File: config.mk
export PLATFORM = sky130hd
export DESIGN_NAME = vga_pattern_gen
export DESIGN_NICKNAME = d
export VERILOG_FILES = /design/src/rtl/vga_pkg.sv /design/src/rtl/lfsr32.sv /design/src/rtl/vga_pattern_gen.sv
export SDC_FILE = /design/constraint.sdc
export NUM_CORES = 1
export LEC_CHECK = 0
export BUFFER_PORTS_ARGS = -buffer_cell sky130_fd_sc_hd__buf_2
export CORE_MARGIN = 2
export CORE_UTILIZATION = 53
export DETAILED_ROUTE_END_ITERATION = 10
export PLACE_DENSITY = 0.75
export SLEW_MARGIN = 20
export SYNTH_ARGS = -nofsm -noshare
export SYNTH_HDL_FRONTEND = slang
export SYNTH_HIERARCHICAL = 1
export SYNTH_SLANG_ARGS = --single-unit
File: constraint.sdc
create_clock -name clock -period 4.1 [get_ports clock]
set_input_delay 0.82 -clock clock [delete_from_list [all_inputs] [get_ports clock]]
set_output_delay 0.82 -clock clock [all_outputs]
set_load 0.05 [all_outputs]
File: src/rtl/vga_pkg.sv
// ---------------------------------------------------------------------------
// vga_pkg
// Shared definitions for the VGA pattern generator:
//   - mode_e        : pattern-select encoding driven on the 'mode' input
//   - LFSR_TAPS     : Galois feedback mask for the 32-bit noise LFSR
//   - DEF_*         : default 640x480@60 timing (pixel clocks / lines)
//   - lfsrStep()    : one right-shift step of the Galois LFSR
// ---------------------------------------------------------------------------
package vga_pkg;

    // Pattern select encoding
    typedef enum logic [1:0] {
        MODE_NOISE = 2'd0,
        MODE_BARS  = 2'd1,
        MODE_CHECK = 2'd2,
        MODE_RAMP  = 2'd3
    } mode_e;

    // Galois feedback mask applied when the bit shifted out is 1
    localparam logic [31:0] LFSR_TAPS = 32'h80200003;

    // Default 640x480@60 timing
    localparam int DEF_H_VISIBLE = 640;
    localparam int DEF_H_FRONT   = 16;
    localparam int DEF_H_SYNC    = 96;
    localparam int DEF_H_BACK    = 48;
    localparam int DEF_V_VISIBLE = 480;
    localparam int DEF_V_FRONT   = 10;
    localparam int DEF_V_SYNC    = 2;
    localparam int DEF_V_BACK    = 33;

    // One step of the right-shifting Galois LFSR
    function automatic logic [31:0] lfsrStep(input logic [31:0] v);
        return (v >> 1) ^ (v[0] ? LFSR_TAPS : 32'h0);
    endfunction

endpackage

File: src/rtl/lfsr32.sv
// ---------------------------------------------------------------------------
// lfsr32
// 32-bit Galois LFSR used as the noise source.
//   clock   in   pixel clock
//   reset   in   asynchronous, active-high; loads RESET_VALUE
//   load    in   replace the state with 'seed'
//   advance in   step the LFSR once
//   seed    in   reload value
//   value   out  current LFSR state
// When load and advance are both high the step is taken from the seed, so
// the pixel that triggered the reload consumes the seed and the next pixel
// sees its successor.
// ---------------------------------------------------------------------------
module lfsr32
    import vga_pkg::*;
#(
    parameter logic [31:0] RESET_VALUE = 32'h1
) (
    input  logic        clock,
    input  logic        reset,
    input  logic        load,
    input  logic        advance,
    input  logic [31:0] seed,
    output logic [31:0] value
);

    logic [31:0] r_state;

    always_ff @(posedge clock or posedge reset) begin
        if (reset) begin
            r_state <= RESET_VALUE;
        end else if (advance) begin
            r_state <= lfsrStep(load ? seed : r_state);
        end else if (load) begin
            r_state <= seed;
        end
    end

    assign value = r_state;

endmodule

File: src/rtl/vga_pattern_gen.sv
// ---------------------------------------------------------------------------
// vga_pattern_gen
// Parametrised VGA source with programmable sync timing and four test
// patterns (LFSR noise, colour bars, checkerboard, grey ramp).
//   clock        in   pixel clock
//   reset        in   asynchronous, active-high
//   mode         in   pattern select (see vga_pkg::mode_e)
//   freeze       in   1 = reload the LFSR each frame (static noise)
//   R, G, B      out  pixel colour, COLOR_BITS each
//   HS, VS       out  syncs, active level HS_POL / VS_POL
//   de           out  active-video flag
//   x, y         out  pixel column / row
//   frame_start  out  one-cycle pulse with pixel (0,0)
//   frame        out  frame counter
// All outputs are registered together: counters at (h,v) in one cycle
// appear as the outputs for (h,v) on the next cycle.
// ---------------------------------------------------------------------------
module vga_pattern_gen
    import vga_pkg::*;
#(
    parameter int          H_VISIBLE  = DEF_H_VISIBLE,
    parameter int          H_FRONT    = DEF_H_FRONT,
    parameter int          H_SYNC     = DEF_H_SYNC,
    parameter int          H_BACK     = DEF_H_BACK,
    parameter int          V_VISIBLE  = DEF_V_VISIBLE,
    parameter int          V_FRONT    = DEF_V_FRONT,
    parameter int          V_SYNC     = DEF_V_SYNC,
    parameter int          V_BACK     = DEF_V_BACK,
    parameter bit          HS_POL     = 1'b0,
    parameter bit          VS_POL     = 1'b0,
    parameter int          COLOR_BITS = 4,
    parameter int          CELL_LOG2  = 3,
    parameter int          RAMP_SHIFT = 5,
    parameter logic [31:0] LFSR_SEED  = 32'hACE11234
) (
    input  logic                  clock,
    input  logic                  reset,
    input  logic [1:0]            mode,
    input  logic                  freeze,
    output logic [COLOR_BITS-1:0] R,
    output logic [COLOR_BITS-1:0] G,
    output logic [COLOR_BITS-1:0] B,
    output logic                  HS,
    output logic                  VS,
    output logic                  de,
    output logic [15:0]           x,
    output logic [15:0]           y,
    output logic                  frame_start,
    output logic [15:0]           frame
);

    localparam int H_TOTAL = H_VISIBLE + H_FRONT + H_SYNC + H_BACK;
    localparam int V_TOTAL = V_VISIBLE + V_FRONT + V_SYNC + V_BACK;
    localparam int BAR_W   = H_VISIBLE / 8;

    localparam logic [15:0] H_LAST   = 16'(H_TOTAL - 1);
    localparam logic [15:0] V_LAST   = 16'(V_TOTAL - 1);
    localparam logic [15:0] H_VIS16  = 16'(H_VISIBLE);
    localparam logic [15:0] V_VIS16  = 16'(V_VISIBLE);
    localparam logic [15:0] HS_FIRST = 16'(H_VISIBLE + H_FRONT);
    localparam logic [15:0] HS_LAST  = 16'(H_VISIBLE + H_FRONT + H_SYNC - 1);
    localparam logic [15:0] VS_FIRST = 16'(V_VISIBLE + V_FRONT);
    localparam logic [15:0] VS_LAST  = 16'(V_VISIBLE + V_FRONT + V_SYNC - 1);
    localparam logic [15:0] BAR_LAST = 16'(BAR_W - 1);

    // An all-zero seed would lock the LFSR, so it is replaced by 1
    localparam logic [31:0] SEED_EFF = (LFSR_SEED == 32'h0) ? 32'h1 : LFSR_SEED;

    localparam logic [COLOR_BITS-1:0] FULL = '1;

    generate
        if (3 * COLOR_BITS > 32) begin : g_badColorBits
            $error("vga_pattern_gen: 3*COLOR_BITS must not exceed 32");
        end
        if (H_VISIBLE < 8) begin : g_badHVisible
            $error("vga_pattern_gen: H_VISIBLE must be at least 8");
        end
    endgenerate

    logic [15:0] r_h;
    logic [15:0] r_v;
    logic [15:0] r_barCnt;
    logic [2:0]  r_barIdx;
    logic [15:0] r_frameCnt;
    mode_e       r_modeQ;
    logic        r_freezeQ;

    logic        w_hLast;
    logic        w_vLast;
    logic        w_origin;
    logic        w_visible;
    logic        w_hsActive;
    logic        w_vsActive;
    mode_e       w_modeEff;
    logic        w_freezeEff;
    logic        w_lfsrLoad;
    logic [31:0] w_lfsrValue;
    logic [31:0] w_lfsrCur;
    logic [31:0] w_hWide;
    logic [31:0] w_vWide;
    logic [2:0]  w_barColor;
    logic        w_checkBit;
    logic [COLOR_BITS-1:0] w_r;
    logic [COLOR_BITS-1:0] w_g;
    logic [COLOR_BITS-1:0] w_b;

    assign w_hLast    = (r_h == H_LAST);
    assign w_vLast    = (r_v == V_LAST);
    assign w_origin   = (r_h == 16'd0) && (r_v == 16'd0);
    assign w_visible  = (r_h < H_VIS16) && (r_v < V_VIS16);
    assign w_hsActive = (r_h >= HS_FIRST) && (r_h <= HS_LAST);
    assign w_vsActive = (r_v >= VS_FIRST) && (r_v <= VS_LAST);

    // The origin pixel already belongs to the new frame, so it uses the
    // live inputs that are being captured on this very cycle.
    assign w_modeEff   = w_origin ? mode_e'(mode) : r_modeQ;
    assign w_freezeEff = w_origin ? freeze : r_freezeQ;

    // Raster counters: h runs across the line, v advances on each h wrap
    always_ff @(posedge clock or posedge reset) begin
        if (reset) begin
            r_h <= 16'd0;
            r_v <= 16'd0;
        end else if (w_hLast) begin
            r_h <= 16'd0;
            r_v <= w_vLast ? 16'd0 : r_v + 16'd1;
        end else begin
            r_h <= r_h + 16'd1;
        end
    end

    // Bar index tracks h/BAR_W with a sub-counter instead of a divider;
    // it saturates at 7 so any remainder pixels join the last bar.
    always_ff @(posedge clock or posedge reset) begin
        if (reset) begin
            r_barCnt <= 16'd0;
            r_barIdx <= 3'd0;
        end else if (w_hLast) begin
            r_barCnt <= 16'd0;
            r_barIdx <= 3'd0;
        end else if (r_barCnt == BAR_LAST) begin
            r_barCnt <= 16'd0;
            if (r_barIdx != 3'd7) begin
                r_barIdx <= r_barIdx + 3'd1;
            end
        end else begin
            r_barCnt <= r_barCnt + 16'd1;
        end
    end

    // Frame counter steps together with the wrap back to (0,0) so the
    // origin pixel carries the new frame number.
    always_ff @(posedge clock or posedge reset) begin
        if (reset) begin
            r_frameCnt <= 16'd0;
        end else if (w_hLast && w_vLast) begin
            r_frameCnt <= r_frameCnt + 16'd1;
        end
    end

    // Pattern controls are only captured at the origin
    always_ff @(posedge clock or posedge reset) begin
        if (reset) begin
            r_modeQ   <= MODE_NOISE;
            r_freezeQ <= 1'b0;
        end else if (w_origin) begin
            r_modeQ   <= mode_e'(mode);
            r_freezeQ <= freeze;
        end
    end

    assign w_lfsrLoad = w_origin && w_freezeEff;

    lfsr32 #(
        .RESET_VALUE(SEED_EFF)
    ) u_lfsr (
        .clock  (clock),
        .reset  (reset),
        .load   (w_lfsrLoad),
        .advance(w_visible),
        .seed   (SEED_EFF),
        .value  (w_lfsrValue)
    );

    // Value seen by the current pixel, before this pixel's advance
    assign w_lfsrCur  = w_lfsrLoad ? SEED_EFF : w_lfsrValue;

    assign w_hWide    = {16'h0, r_h};
    assign w_vWide    = {16'h0, r_v};
    assign w_barColor = 3'd7 - r_barIdx;
    assign w_checkBit = w_hWide[CELL_LOG2] ^ w_vWide[CELL_LOG2];

    always_comb begin
        w_r = '0;
        w_g = '0;
        w_b = '0;
        if (w_visible) begin
            case (w_modeEff)
                MODE_NOISE: begin
                    w_r = COLOR_BITS'(w_lfsrCur);
                    w_g = COLOR_BITS'(w_lfsrCur >> COLOR_BITS);
                    w_b = COLOR_BITS'(w_lfsrCur >> (2 * COLOR_BITS));
                end
                MODE_BARS: begin
                    w_r = w_barColor[2] ? FULL : '0;
                    w_g = w_barColor[1] ? FULL : '0;
                    w_b = w_barColor[0] ? FULL : '0;
                end
                MODE_CHECK: begin
                    w_r = w_checkBit ? '0 : FULL;
                    w_g = w_checkBit ? '0 : FULL;
                    w_b = w_checkBit ? '0 : FULL;
                end
                MODE_RAMP: begin
                    w_r = COLOR_BITS'(w_hWide >> RAMP_SHIFT);
                    w_g = COLOR_BITS'(w_hWide >> RAMP_SHIFT);
                    w_b = COLOR_BITS'(w_hWide >> RAMP_SHIFT);
                end
                default: begin
                    w_r = '0;
                    w_g = '0;
                    w_b = '0;
                end
            endcase
        end
    end

    // Output register stage; every output is aligned to the same pixel
    always_ff @(posedge clock or posedge reset) begin
        if (reset) begin
            R           <= '0;
            G           <= '0;
            B           <= '0;
            de          <= 1'b0;
            x           <= 16'd0;
            y           <= 16'd0;
            HS          <= ~HS_POL;
            VS          <= ~VS_POL;
            frame_start <= 1'b0;
            frame       <= 16'd0;
        end else begin
            R           <= w_r;
            G           <= w_g;
            B           <= w_b;
            de          <= w_visible;
            x           <= r_h;
            y           <= r_v;
            HS          <= w_hsActive ? HS_POL : ~HS_POL;
            VS          <= w_vsActive ? VS_POL : ~VS_POL;
            frame_start <= w_origin;
            frame       <= r_frameCnt;
        end
    end

endmodule

-- Yosys cells after proc, flatten, opt, wreduce, memory -nomap -nowiden
Index checks and enable logic that the tools add are counted.
- output and inout port bits: 64
- input bits: 5
- word-level logic and storage cells: 75
- flip-flop bits (word level): 166
- muxes and demuxes: 24
- reductions and logical operators: 12
- equality and inequality tests: 7
- add/subtract/negate cells: 6
- order comparisons: 6
- bitwise operators: 2
- operators with widths (cell ; count):
    $mux W32 ; 3
    $add A16 B1 Y16 const B ; 4
    $mux W16 ; 4
    $pmux W4 S4 ; 3
    $eq A16 B10 Y1 const B ; 2
    $logic_not A16 Y1 ; 2
    $xor A31 B32 Y32 ; 1
    $mux W4 ; 7
    $eq A16 B7 Y1 const B ; 1
    $ge A16 B10 Y1 const B ; 1
    $ge A16 B9 Y1 const B ; 1
    $le A16 B10 Y1 const B ; 1
    $le A16 B9 Y1 const B ; 1
    $lt A16 B10 Y1 const B ; 1
    $lt A16 B9 Y1 const B ; 1
    $mux W3 ; 3
    $logic_and A1 B1 Y1 ; 6
    $eq A2 B2 Y1 const B ; 2
    $reduce_bool A2 Y1 ; 2
    $add A3 B1 Y3 const B ; 1
    $mux W1 ; 3
    $ne A3 B3 Y1 const B ; 1
    $sub A3 B3 Y3 const A ; 1
    $eq A2 B1 Y1 const B ; 1
    other kinds (4) ; 4

-- Logic depth before layout (Yosys ltp)
Gate-level depths: netlist (run 1).
- depth after elaboration: 8
- mapped depth: 12

-- Cells and area by module
Netlist (run 1), hierarchy kept.
- by module, submodules not included (module ; sequential area each (sq um) ; area an instance (sq um) ; cells an instance ; instances):
    vga_pattern_gen ; 3330.7 ; 5517.8 ; 495 ; 1
    lfsr32 ; 817.0 ; 1686.6 ; 83 ; 1

-- Least setup slack after synthesis (run 1)
OpenSTA, ideal clock, no wires.
- path kind: register to register
- from: register r_h[13]
- to: register u_lfsr.r_state[25], in the netlist u_lfsr/value[25]
- cell stages (with the launch flop): 8
- path slack: 1.383 ns
- clock period less this slack: 2.717 ns
- setup time: 0.138 ns
- data arrival time: 2.579 ns
- buffers on the path: 2
- cells stage by stage: dfrtp_1 -> or4_4 -> nor4_2 -> nand4_1 -> inv_1 -> buf_6 -> buf_6 -> mux4_2
- word-level cells in the longest chain between the ends: 7
- RTL lines (item ; RTL line ; text):
    start, declared ; vga_pattern_gen.sv:80 ; logic [15:0] r_h;
    start signal, assigned ; vga_pattern_gen.sv:128 ; r_h <= r_h + 16'd1;
    $logic_not A16 Y1 (*) ; vga_pattern_gen.sv:109 ; assign w_origin = (r_h == 16'd0) && (r_v == 16'd0);
    $logic_and A1 B1 Y1 (*) ; vga_pattern_gen.sv:109 ;
    $mux W1 ; -- ;
    $logic_and A1 B1 Y1 (*) ; vga_pattern_gen.sv:172 ; assign w_lfsrLoad = w_origin && w_freezeEff;
    net w_lfsrLoad ; vga_pattern_gen.sv:96 ; logic w_lfsrLoad;
    $mux W32 (*) ; lfsr32.sv:33 ; r_state <= lfsrStep(load ? seed : r_state);
    $xor A31 B32 Y32 ; vga_pkg.sv:34 ; return (v >> 1) ^ (v[0] ? LFSR_TAPS : 32'h0);
    $mux W32 (*) ; lfsr32.sv:32 ; end else if (advance) begin
    end signal, assigned ; lfsr32.sv:33 ;
    end, declared ; lfsr32.sv:27 ; logic [31:0] r_state;
Mark *: on every way through the listed nets, which the timed path passes. The rest lies on a longest branch.
A chain may end at the register's enable or synchronous reset.

-- Final worst setup path (run 1)
- from: register r_v[10]
- to: register u_lfsr.r_state[1], in the netlist u_lfsr/value[1]
- word-level cells in the longest chain between the ends: 8
- RTL lines (item ; RTL line ; text):
    start, declared ; vga_pattern_gen.sv:81 ; logic [15:0] r_v;
    start signal, assigned ; vga_pattern_gen.sv:126 ; r_v <= w_vLast ? 16'd0 : r_v + 16'd1;
    $logic_not A16 Y1 (*) ; vga_pattern_gen.sv:109 ;
    $logic_and A1 B1 Y1 (*) ; vga_pattern_gen.sv:109 ;
    $mux W1 ; -- ;
    $logic_and A1 B1 Y1 (*) ; vga_pattern_gen.sv:172 ;
    net w_lfsrLoad ; vga_pattern_gen.sv:96 ;
    $mux W32 (*) ; lfsr32.sv:33 ;
    $mux W32 ; vga_pkg.sv:34 ;
    $xor A31 B32 Y32 ; vga_pkg.sv:34 ;
    $mux W32 (*) ; lfsr32.sv:32 ;
Marked as above.

==> results.md, run 1 <==
Power:
- The switching power as a share of total power is around a quarter.
- The maximum VDD drop is 0.313 mV.
- The clock network burns about 38% of the power.
- The power density relative to cell area is approximately 470 nW/um^2.
- The analysis attributes to cell leakage a power of slightly above 4 nW.
- For this design the total switching power over the nets is around 1.0 mW.
- The part of the power in registers is 50.2%.
- The share of total power dissipated in combinational logic is between 10% and 20%.
- The internal power consumption is 2.98 mW.
- The total power is about 4 mW.

Clocking:
- After clock tree synthesis, the clock-pin slew on the worst setup and hold paths is around 0.070 ns.
- In this run, post-CTS repair resized a total of 0 instances.
- The clock latency of the later-clocked register in the worst-skew pair is 0.43 ns.
- The cell sitting at the root of the clock tree is a clkbuf_16.
- The H-tree depth reported by CTS is 4.
- Counting along the longest clock path gives a buffer depth of 2.
- CTS saw between 150 and 200 sinks.
- The number of post-CTS setup repair buffers is 0.
- Clock tree synthesis inserted a total of 17 buffers.
- Hold repair after CTS inserted 0 buffers.
- The clock tree from TritonCTS is built.

Final layout:
- 0 antenna diodes ended up in the layout.
- The library cells used most frequently in the layout, excluding fill and tap cells, are dfrtp_1 (150), buf_2 (68), conb_1 (68).
- The final instance area is 8500 sq um.
- The number of nets at the end of the flow is between 700 and 800.
- Compared with the post-synthesis result, the final layout area differs by 17.9%.
- The share of layout cells above drive strength 1 is 22.5%.
- After filler insertion, the fill cell instance count of the layout stands at approximately 1,000.
- The final core utilization is 64.2%.
- The library cell used most frequently in the layout, excluding fill and tap cells, is dfrtp_1.

Timing:
- The worst-case headroom to the max-slew limit is around 47%.
- The maximum clock rate is approximately 0.30 GHz.
- For the final routed database, the setup TNS stands at 0 ns.
- Setup violations remaining at the end of the flow were counted as 0.
- The number of slew-limit violations in the final report came to 0.
- The post-route worst hold slack is between 0.3 and 0.4 ns.
- For the final database, setup skew stands at roughly 0.013 ns.
- Dividing the final minimum period by the clock period gives around four fifths.
- Setup repair after global routing left no endpoint under its margin.
- The final hold violation count is 0.
- The time the worst path needs with I/O delays and setup is between 3 and 4 ns.
- The transition time at the pin with the least slew margin is a little under 0.8 ns.

Logic synthesis:
- The mapped netlist covers ~7000 sq um.
- Counting flops with an async set or reset pin after synthesis yields a share of between 90% and 100%.
- In this run, synthesis inferred 0 flip-flops with an integrated enable.
- A synthesized cell averages approximately 12 sq um.
- The count of synthesis-stage warnings from yosys is 6.
- The share of Yosys cell area claimed by the top area cell type is between 50 and 60%.
- In the post-synthesis netlist, the biggest area contributors are dfrtp_1 (52%), mux4_2 (8.8%), dfstp_2 (5.5%).
- The most instantiated flip-flop cell in the synthesis netlist is dfrtp_1.
- After synthesis, flip-flops and latches occupy between 50% and 60% of the total area.
- Synthesis produced a netlist whose cell count is 578.
- The netlist uses just under 50 different library cells.
- The number of flip-flops and latches in the synthesized netlist is between 150 and 200.
- Of all cell types, the one taking the most synthesized area is dfrtp_1.

Hold path:
- The path with the worst hold slack has its endpoint at frame[11].
- The worst min-delay path class is reg -> reg.
- The worst hold path passes through 0 cells.
- The worst hold path begins at r_frameCnt[11].

Place:
- Once detailed placement completed, the half-perimeter wirelength came to 9930 microns.
- Port buffering added a little under 70 buffers.
- After detailed placement, the total cell area comes to between 7000 and 8000 sq um.
- Routability-driven placement finished with a final weighted congestion of slightly above 0.8.

Global route:
- The first global-routing pass estimated 24,800 microns of wire.
- The number of antenna violations at the first check in global routing is 0.
- The number of global-route vias before repair came to 5,063.
- The total global-route track usage is 21.9%.
- The total global routing overflow is 0.
- Entering global routing, the biggest net connects 57 pins.

Setup path:
- The endpoint type of the worst setup path is a register.
- On the critical path, the stage with the largest delay is an instance of nor4_1.
- The worst setup path is launched from a register.
- The maximum net fanout on the critical path is 35.
- The signal on the critical path passes through nor4_1 -> and4_1 -> nand4_1 -> clkinv_1 -> buf_4 -> mux4_1.
- At the worst endpoint, the arrival time is around 3.6 ns.
- The number of buffers and inverters on the critical path is 2.
- The source of the worst register-to-register timing path is r_v[10].
- Among cell families on the critical path, the largest total delay comes from simple AND/OR/NAND/NOR gates.
- The worst setup path is of the reg -> reg kind.
- The minimum setup slack among reg-to-reg paths is slightly below 0.8 ns.
- On the worst path, the slowest cell contributes a delay of approximately 0.72 ns.
- The required time at the worst-slack endpoint is ~4.4 ns.
- The worst-case reg-to-reg path depth is 6.
- The worst register-to-register path ends at u_lfsr/value[1].

Floorplan:
- The number of top-level pins is 69.
- The initial utilization of the core area, before any placement, comes to roughly 54%.
- The core area is ~13,000 sq um.
- The die covers about 15,000 sq um.
- The horizontal die dimension is 121 microns.
- The vertical die dimension is between 100 and 150 microns.
- The number of rows created at floorplan is 42.

Drt:
- The final wirelength is 14,500 microns.
- The number of vias in the routed layout is just under 5,000.
- In the routed layout, each cell is associated on average with a via count of ~5.4.
- The number of detailed-routing iterations run before antenna repair is 4.
- Dividing the detail-routed wire length by the instance count gives 16.0 microns.
- After detailed routing, the number of remaining DRC violations is 0.
- In this run, the number of DRC markers left after iteration 0 of detailed routing was between 400 and 500.
- The count of nets left with antenna violations after detail routing is 0.

Job:
- The max-capacitance violation count is 0.

Outcome:
- The flow ran to the end, and the final reports show no timing, DRC or antenna violations.
[sequential cells by signal, summed over array words and instances (netlist names)]
signal        count
r_barCnt         16
y                16
R                 4
frame_start       1
HS                1
r_modeQ           2
r_barIdx          3
B                 4
VS                1
G                 4
r_frameCnt       16
r_v              16
r_h              16
u_lfsr/value     32
x                16
frame            16
de                1
[stage by stage]
stage	worst slack (ns)	instances
after floorplan	1.38	644
after global placement	0.897	872
after detailed placement	0.738	872
after CTS	0.745	904
after global routing	0.518	904
final	0.771	904
[cell usage after synthesis (3+ instances only)]
| cell type | instances |
|---|---|
| xnor2_1 | 26 |
| inv_1 | 16 |
| nand4_1 | 19 |
| nor2_1 | 45 |
| a22oi_1 | 7 |
| a21oi_1 | 7 |
| or3_1 | 4 |
| nor3_1 | 22 |
| nand3_1 | 45 |
| mux4_1 | 3 |
| nor2b_1 | 3 |
| dfrtp_1 | 150 |
| nor4b_1 | 4 |
| o21ai_0 | 10 |
| clkbuf_1 | 12 |
| dfstp_2 | 15 |
| nand2_1 | 49 |
| buf_2 | 5 |
| nor4_1 | 11 |
| and3_1 | 13 |
| and2_1 | 4 |
| buf_6 | 4 |
| xor2_1 | 33 |
| ha_1 | 8 |
| mux4_2 | 28 |
[layer usage]
metal / part of all wire [%] / vias to the layer above / global-route usage [%]
li1: - / 2278 / -
met1: 42 / 2457 / 28.6
met2: 52 / 128 / 36.4
met3: 4.1 / 19 / 4.10
met4: 2.0 / 0 / 8.65
met5: 0 / - / 0
[cell type report]
class                           instances  area, sq um  share of cell area, %
Clock inverter                         14          125                   1.47
Clock buffer                           18          439                   5.17
Tap cell                              176          220                   2.59
Inverter                               16         63.8                  0.751
Timing Repair Buffer                   75          405                   4.77
Sequential cell                       165         4150                   48.8
Multi-Input combinational cell        440         3100                   36.4
[cells by family (layout without fill, tap and decap cells)]
group / Yosys count / count (layout) / share of synthesized area [%]
buf+inv: 39 / 123 / 2.99
flops: 165 / 165 / 57.6
other cells: 2 / 68 / 0.104
fa+ha+maj: 8 / 8 / 1.39
xor+xnor: 59 / 59 / 7.17
compound gates: 41 / 41 / 4.19
mux: 35 / 35 / 10.4
simple gates: 229 / 229 / 16.2
[how the worst max path moves through the flow]
stage,start,endpoint,cells past startpoint
global placement,r_h[13],u_lfsr/value[1],6
finish,r_v[10],u_lfsr/value[1],6
CTS,r_v[10],u_lfsr/value[1],6
global route,r_h[13],u_lfsr/value[1],6
floorplan,r_h[13],u_lfsr/value[25],7
detailed placement,r_v[10],u_lfsr/value[1],6
[power groups by stage]
stage	combinational, mW	sequential, mW	clock, mW
4_1_cts	0.481	2.00	1.54
3_3_place_gp	0.454	2.01	0
6_report	0.476	2.00	1.51
3_5_place_dp	0.481	2.02	0
2_1_floorplan	0.333	2.03	0
5_1_grt	0.516	2.03	1.61
(Power assumes the default switching activity.)
==> run 2: changes to the inputs <==
--- a/config.mk
+++ b/config.mk
@@ -7,9 +7,9 @@
 export LEC_CHECK = 0
 export BUFFER_PORTS_ARGS = -buffer_cell sky130_fd_sc_hd__buf_2
 export CORE_MARGIN = 2
-export CORE_UTILIZATION = 53
+export CORE_UTILIZATION = 59
 export DETAILED_ROUTE_END_ITERATION = 10
-export PLACE_DENSITY = 0.75
+export PLACE_DENSITY = 0.79
 export SLEW_MARGIN = 20
 export SYNTH_ARGS = -nofsm -noshare
 export SYNTH_HDL_FRONTEND = slang
==> constraint.sdc (replaced) <==
create_clock -name clock -period 3.1 [get_ports clock]
set_input_delay 0.62 -clock clock [delete_from_list [all_inputs] [get_ports clock]]
set_output_delay 0.62 -clock clock [all_outputs]
set_load 0.05 [all_outputs]
==> run 2 against run 1 <==
  * Hold slack got worse by 0.12 ns
  * Final area increased by 1.5%
  * Register-to-register slack got worse by 0.59 ns
  * Fmax increased by 14%
  * Clock skew decreased by 0.0044 ns
  * Die area decreased by 9.8%
  * Sequential power increased by 32%
  * Critical path depth decreased by 1
  * Global-route usage increased by 2.4 points
  * Via count increased by 1.7%
  * Critical endpoint is now B[1]
==> results.md, run 2 (synthesis gave the netlist of run 1 again) <==
Outcome:
- Result of the run: finished, final reports clean (unchanged).

Power:
- The power density relative to cell area was 638 nW/um^2 (was 470 nW/um^2).
- The internal power consumption is 4.20 mW (was 2.98 mW).
- The combinational cell fraction of total power is 11.3% (was 11.9%).
- The relative contribution of the clock network to total power is 40.6% (was 37.9%).
- The leakage power is 4.17 nW (was 4.08 nW).
- The part of the power in registers was 48.1% (was 50.2%).
- The maximum VDD drop is 0.397 mV (was 0.313 mV).
- The switching power as a share of total power was 23.8% (was 25.3%).
- The total net switching power is 1.31 mW (was 1.01 mW).

Global route:
- The total global routing overflow is 0 (unchanged).
- The total global-route track usage is 24.3% (was 21.9%).
- The first-pass GRT wire length is 24,300 microns (was 24,800 microns).
- The number of antenna violations at the first check in global routing is 0 (unchanged).
- The number of global-route vias before repair is 4,834 (was 5,063).
- The pin count of the biggest net entering global routing is 82 (was 57).

Place:
- The number of I/O port buffers is 68 (unchanged).
- The sum of net half-perimeters after detailed placement is 10,100 microns (was 9930 microns).
- The weighted congestion reported at the end of routability-driven placement is 0.909 (was 0.804).
- The setup slack after placement came to 0.212 ns (was 0.738 ns).

Floorplan:
- The vertical die dimension came to 115 microns (was 121 microns).
- The initial standard-cell utilization of the core is 60.2% (was 54.4%).
- The number of top-level pins was 69 (unchanged).
- The core area is 12,000 sq um (was 13,200 sq um).
- The horizontal die dimension came to 115 microns (was 121 microns).
- The number of rows created at floorplan is 40 (was 42).
- The total die area is 13,100 sq um (was 14,500 sq um).

Timing:
- The worst-case headroom to the max-slew limit is 53.3% (was 47.0%).
- The count of final setup violators is 0 (unchanged).
- The post-layout worst setup margin was 0.183 ns (was 0.771 ns).
- The number of slew-limit violations in the final report is 0 (unchanged).
- The setup TNS is 0 ns (unchanged).
- The transition time at the pin with the least slew margin came to 0.699 ns (was 0.788 ns).
- The maximum clock rate is 0.343 GHz (was 0.300 GHz).
- RSZ-0062 raised after global routing: false (unchanged).
- The final hold violation count is 0 (unchanged).
- The time the worst path needs with I/O delays and setup is 2.92 ns (was 3.33 ns).
- The fraction of the cycle the final worst path needs is 94.1% (was 81.2%).
- The final worst clock skew came to 0.00831 ns (was 0.0127 ns).

Setup path:
- The sort of element at the start of the critical path is a register (unchanged).
- The worst endpoint data arrival time came to 3.24 ns (was 3.63 ns).
- The kind of critical path is reg -> reg (unchanged).
- The worst-case reg-to-reg path depth is 5 (was 6).
- The capture instance of the worst register-to-register path was B[1] (was u_lfsr/value[1]).
- The minimum setup slack among reg-to-reg paths is 0.18 ns (was 0.77 ns).
- The source of the worst register-to-register timing path is r_h[13] (was r_v[10]).
- The maximum net fanout on the critical path is 17 (was 35).
- The critical path launch point was r_h[13] (was r_v[10]).
- The endpoint type of the worst setup path was a register (unchanged).
- The required time at the worst-slack endpoint is 3.42 ns (was 4.40 ns).

Drt:
- The average via count per standard cell is 5.62 (was 5.40).
- The total DRC errors in the routed layout is 0 (unchanged).
- The number of DRC markers after the initial detailed-route iteration is 457 (was 422).
- The detailed-route wire length per cell is 16.6 microns (was 16.0 microns).
- The number of vias in the routed layout is 4,964 (was 4,882).
- The number of detailed-routing iterations run before antenna repair is 5 (was 4).
- The final wirelength is 14,700 microns (was 14,500 microns).
- The count of nets left with antenna violations after detail routing was 0 (unchanged).

Hold path:
- The worst min-delay path class is in -> async (was reg -> reg).

Clocking:
- The clock tree from TritonCTS is built (unchanged).
- The maximum number of buffers from clock root to sink is 2 (unchanged).
- The clock edge transition at the registers on the reported setup and hold paths is 0.06 ns (was 0.07 ns).
- The count of cells resized by post-cts repair came to 0 (unchanged).
- The number of buffers added by the clock tree synthesis step is 17 (unchanged).
- The number of post-CTS setup repair buffers is 0 (unchanged).
- The clock latency of the later-clocked register in the worst-skew pair came to 0.43 ns (about the same).
- The H-tree depth reported by CTS was 4 (unchanged).
- The number of clock sinks seen by CTS came to 165 (unchanged).
- The cell chosen for the clock root is clkbuf_16 (unchanged).
- The count of hold-fix buffers inserted at cts is 0 (unchanged).

Final layout:
- The number of nets at the end of the flow is 738 (was 728).
- The number of flip-flops under the largest register name is 32 (unchanged).
- The synthesis-to-finish area growth came to 19.7% (was 17.9%).
- Most frequent cells in the layout: dfrtp_1 (150), buf_2 (68), conb_1 (68) (unchanged).
- The final antenna diode count was 0 (unchanged).
- The leading cell type in the layout, fill and taps excluded is dfrtp_1 (unchanged).
- The share of layout cells above drive strength 1 is 23.3% (was 22.5%).

Job:
- The max-capacitance violation count is 0 (unchanged).
-- run 2: critical path, stage by stage, from the launching register on --
cell and delay (ns):
dfrtp_1 0.43, or4_4 0.60, or4_4 0.59, or3_1 0.67, mux2i_1 0.21, nor4b_1 0.32
-- run 2: cell type report --
| cell class | count | area (sq um) |
|---|---|---|
| fill | 821 | 3340 |
| clock inverter | 12 | 176 |
| multi-input combinational | 440 | 3100 |
| timing repair buffer | 85 | 505 |
| clock buffer | 19 | 453 |
| inverter | 16 | 63.8 |
| tap | 147 | 184 |
| sequential | 165 | 4150 |
-- run 2: per-stage QoR --
step | utilization, % | hold WS [ns] | area (sq um) | instances | power, mW
3_5_place_dp | 66.9 | 0.363 | 8000 | 853 | 3.30
5_1_grt | 72.1 | 0.315 | 8630 | 884 | 5.69
6_report | 72.1 | 0.276 | 8630 | 884 | 5.51
4_1_cts | 72.1 | 0.287 | 8630 | 884 | 5.53
3_3_place_gp | 66.9 | 0.362 | 8000 | 853 | 3.26
2_1_floorplan | - | 0.352 | 7460 | 644 | 3.12
-- run 2: how the worst max path moves through the flow --
stage	end	slack, ns	cells after the start
3_3_place_gp	R[2]	0.27	5
6_report	B[1]	0.18	5
4_1_cts	R[2]	0.22	5
2_1_floorplan	u_lfsr/value[25]	0.38	7
5_1_grt	B[1]	0.08	5
3_5_place_dp	R[2]	0.21	5
-- run 2: power groups by stage --
stage / Combinational, mW / Sequential [mW] / Clock (mW)
6_report: 0.625 / 2.65 / 2.24
4_1_cts: 0.631 / 2.65 / 2.26
3_5_place_dp: 0.627 / 2.68 / 0
5_1_grt: 0.673 / 2.67 / 2.35
3_3_place_gp: 0.601 / 2.65 / 0
2_1_floorplan: 0.440 / 2.68 / 0
-- run 2: per-layer routing --
layer	up-vias	global-route usage, %	wire length [microns]
met5	-	0	0
met4	0	9.27	301
met3	26	6.25	776
met2	151	39.1	7360
met1	2495	31.9	6280
li1	2292	-	-
==> run 3: changes to the inputs <==
--- a/config.mk
+++ b/config.mk
@@ -8,7 +8,9 @@
 export BUFFER_PORTS_ARGS = -buffer_cell sky130_fd_sc_hd__buf_2
 export CORE_MARGIN = 2
 export CORE_UTILIZATION = 59
+export CTS_CLUSTER_DIAMETER = 80
 export DETAILED_ROUTE_END_ITERATION = 10
+export GPL_TIMING_DRIVEN = 0
 export PLACE_DENSITY = 0.79
 export SLEW_MARGIN = 20
 export SYNTH_ARGS = -nofsm -noshare
==> constraint.sdc (replaced) <==
create_clock -name clock -period 3.1 [get_ports clock]
set_input_delay 0.465 -clock clock [delete_from_list [all_inputs] [get_ports clock]]
set_output_delay 0.465 -clock clock [all_outputs]
set_load 0.05 [all_outputs]
==> run 3 against run 2 <==
  * Critical path depth is 2 higher
  * Via count rose by 2.9%
  * Utilization increased by 1.3 points
  * Clock skew is 0.0013 ns lower
  * Sequential cell count unchanged
  * Register-to-register slack worse by 0.06 ns
  * Largest power group unchanged
  * Highest routed layer is now met5
==> results.md, run 3 (synthesis gave the netlist of run 1 again) <==
Clocking:
- The number of clock sinks seen by CTS is 165 (unchanged).
- The cell chosen for the clock root is clkbuf_16 (unchanged).
- The clock latency of the later-clocked register in the worst-skew pair is 0.43 ns (about the same).
- The clock edge transition at the registers on the reported setup and hold paths is 0.06 ns (about the same).
- The clock tree from TritonCTS is built (unchanged).
- The number of buffers added by the clock tree synthesis step came to 17 (unchanged).
- The count of hold-fix buffers inserted at cts is 0 (unchanged).
- The H-tree depth reported by CTS is 4 (unchanged).
- The maximum number of buffers from clock root to sink was 2 (unchanged).

Floorplan:
- The initial standard-cell utilization of the core is 60.2% (unchanged).
- The vertical die dimension was 115 microns (unchanged).
- The number of top-level pins came to 69 (unchanged).
- The total die area is 13,100 sq um (unchanged).
- The number of rows created at floorplan is 40 (unchanged).
- The core area came to 12,000 sq um (unchanged).
- The horizontal die dimension was 115 microns (unchanged).

Final layout:
- The number of nets at the end of the flow came to 749 (was 738).
- The leading cell type in the layout, fill and taps excluded was dfrtp_1 (unchanged).
- Most frequent cells in the layout: dfrtp_1 (150), buf_2 (73), conb_1 (68) (was dfrtp_1 (150), buf_2 (68), conb_1 (68)).
- The final instance count without filler cells came to 896 (was 884).
- The number of filler instances in the final layout is 812 (was 821).
- The final antenna diode count is 0 (unchanged).
- The final instance area was 8780 sq um (was 8630 sq um).
- The share of layout cells above drive strength 1 is 23.2% (was 23.3%).
- The synthesis-to-finish area growth was 21.9% (was 19.7%).
- The number of flip-flops under the largest register name is 32 (unchanged).

Timing:
- The time the worst path needs with I/O delays and setup is 2.98 ns (was 2.92 ns).
- The final hold violation count is 0 (unchanged).
- The setup TNS came to 0 ns (unchanged).
- The maximum clock rate is 0.336 GHz (was 0.343 GHz).
- The post-layout worst setup margin is 0.120 ns (was 0.183 ns).
- The worst-case headroom to the max-slew limit is 52.7% (was 53.3%).
- The transition time at the pin with the least slew margin came to 0.708 ns (was 0.699 ns).
- RSZ-0062 raised after global routing: false (unchanged).
- The number of slew-limit violations in the final report is 0 (unchanged).
- The count of final setup violators came to 0 (unchanged).
- The final worst clock skew is 0.00700 ns (was 0.00831 ns).
- The fraction of the cycle the final worst path needs came to 96.1% (was 94.1%).

Power:
- The leakage power is 4.22 nW (was 4.17 nW).
- The relative contribution of the clock network to total power is 41.9% (was 40.6%).
- The combinational cell fraction of total power is 11.5% (was 11.3%).
- The total net switching power is 1.33 mW (was 1.31 mW).
- The part of the power in registers is 46.6% (was 48.1%).
- The internal power consumption is 4.35 mW (was 4.20 mW).
- The maximum VDD drop is 0.334 mV (was 0.397 mV).
- The power density relative to cell area was 647 nW/um^2 (was 638 nW/um^2).
- The total power is 5.68 mW (was 5.51 mW).
- The switching power as a share of total power is 23.4% (was 23.8%).

Drt:
- The final wirelength came to 15,100 microns (was 14,700 microns).
- The detailed-route wire length per cell is 16.8 microns (was 16.6 microns).
- The number of detailed-routing iterations run before antenna repair was 5 (unchanged).
- The total DRC errors in the routed layout was 0 (unchanged).
- The number of DRC markers after the initial detailed-route iteration is 434 (was 457).
- The average via count per standard cell is 5.70 (was 5.62).
- The count of nets left with antenna violations after detail routing is 0 (unchanged).
- The number of vias in the routed layout came to 5,106 (was 4,964).

Place:
- The sum of net half-perimeters after detailed placement came to 10,300 microns (was 10,100 microns).
- The weighted congestion reported at the end of routability-driven placement is 0.915 (was 0.909).
- The placed instance area came to 8070 sq um (was 8000 sq um).
- The setup slack after placement is -0.463 ns (was 0.212 ns).
- The number of I/O port buffers is 68 (unchanged).
- The number of placed cells counting well taps came to 863 (was 853).

Global route:
- The number of antenna violations at the first check in global routing is 1 (was 0).
- The total global-route track usage came to 24.9% (was 24.3%).
- The number of global-route vias before repair is 5,107 (was 4,834).
- The total global routing overflow is 0 (unchanged).
- The first-pass GRT wire length is 25,000 microns (was 24,300 microns).
- The pin count of the biggest net entering global routing is 35 (was 82).

Setup path:
- The sort of element at the start of the critical path was a register (unchanged).
- The number of stages on the worst setup path was 7 (was 5).
- The maximum net fanout on the critical path is 10 (was 17).
- The worst endpoint data arrival time is 3.25 ns (was 3.24 ns).
- The family with the most delay on the worst path was simple AND/OR/NAND/NOR gates (unchanged).
- The worst-case reg-to-reg path depth is 7 (was 5).
- The maximum single-stage delay on the critical path is 0.61 ns (was 0.67 ns).
- Crit path cell chain: or4_4 -> or4_4 -> buf_6 -> or3_1 -> buf_6 -> mux2i_1 -> nor4b_1 (was or4_4 -> or4_4 -> or3_1 -> mux2i_1 -> nor4b_1).
- The highest-delay cell along the critical path is or4_4 (was or3_1).
- The minimum setup slack among reg-to-reg paths was 0.12 ns (was 0.18 ns).
- The capture instance of the worst register-to-register path is B[1] (unchanged).
- The required time at the worst-slack endpoint is 3.37 ns (was 3.42 ns).
- The endpoint type of the worst setup path was a register (unchanged).
- The kind of critical path is reg -> reg (unchanged).
- The source of the worst register-to-register timing path is r_h[13] (unchanged).
- The number of buffers and inverters on the critical path is 2 (was 0).

Outcome:
- Result of the run: finished, final reports clean (unchanged).

Job:
- The max-capacitance violation count is 0 (unchanged).

Hold path:
- The worst min-delay path class is in -> async (unchanged).
[run 3: stage by stage]
step	hold WS [ns]	utilization (%)
finish	0.0690	73.4
global route	0.103	73.4
detailed placement	0.360	67.4
CTS	0.0725	73.2
global placement	0.359	66.7
floorplan	0.352	-
[run 3: final cells by class]
cell class              count  area (sq um)  area share, %
plain buffers              23           156           1.78
clock buffers              20           447           5.09
clock inverters            12           225           2.56
inverters                  16          63.8          0.726
multi-input cells         440          3120           35.6
flip-flops and latches    165          4150           47.2
well taps                 147           184           2.09
repair buffers             73           435           4.96
[run 3: worst register-to-register path, cell delays in order, from the launching register on]
cell and delay (ns):
dfrtp_1 0.43, or4_4 0.61, or4_4 0.50, buf_6 0.16, or3_1 0.40, buf_6 0.16, mux2i_1 0.12, nor4b_1 0.44
[run 3: power groups by stage]
stage	clock network [mW]	registers, mW	logic, mW
after floorplan	0	2.68	0.440
after global placement	0	2.64	0.608
after detailed placement	0	2.66	0.652
after CTS	2.41	2.64	0.656
after global routing	2.50	2.66	0.702
final	2.38	2.65	0.653
[run 3: worst max-delay path by stage]
stage | start | end
floorplan | r_h[13] | u_lfsr/value[25]
global placement | r_v[10] | u_lfsr/value[6]
detailed placement | r_v[10] | u_lfsr/value[8]
CTS | r_h[8] | u_lfsr/value[20]
global route | r_v[10] | u_lfsr/value[8]
finish | r_h[13] | B[1]
[run 3: timing repair]
item | in CTS | in global routing
gates resized for setup | 3 | 3
pin swaps | 1 | 0
setup endpoints to repair | 32 | 29
endpoints found under the hold margin | 0 | 0
setup buffers | 1 | 0
cloned | 0 | 0
[run 3: routing by layer]
metal	up-vias	share of wire, %	GRT usage (%)	wire, microns
met5	-	0.086	0	13
met4	2	2.3	10.0	340
met3	32	5.6	4.92	850
met2	195	49	40.7	7440
met1	2557	43	33.0	6420
li1	2320	-	-	-
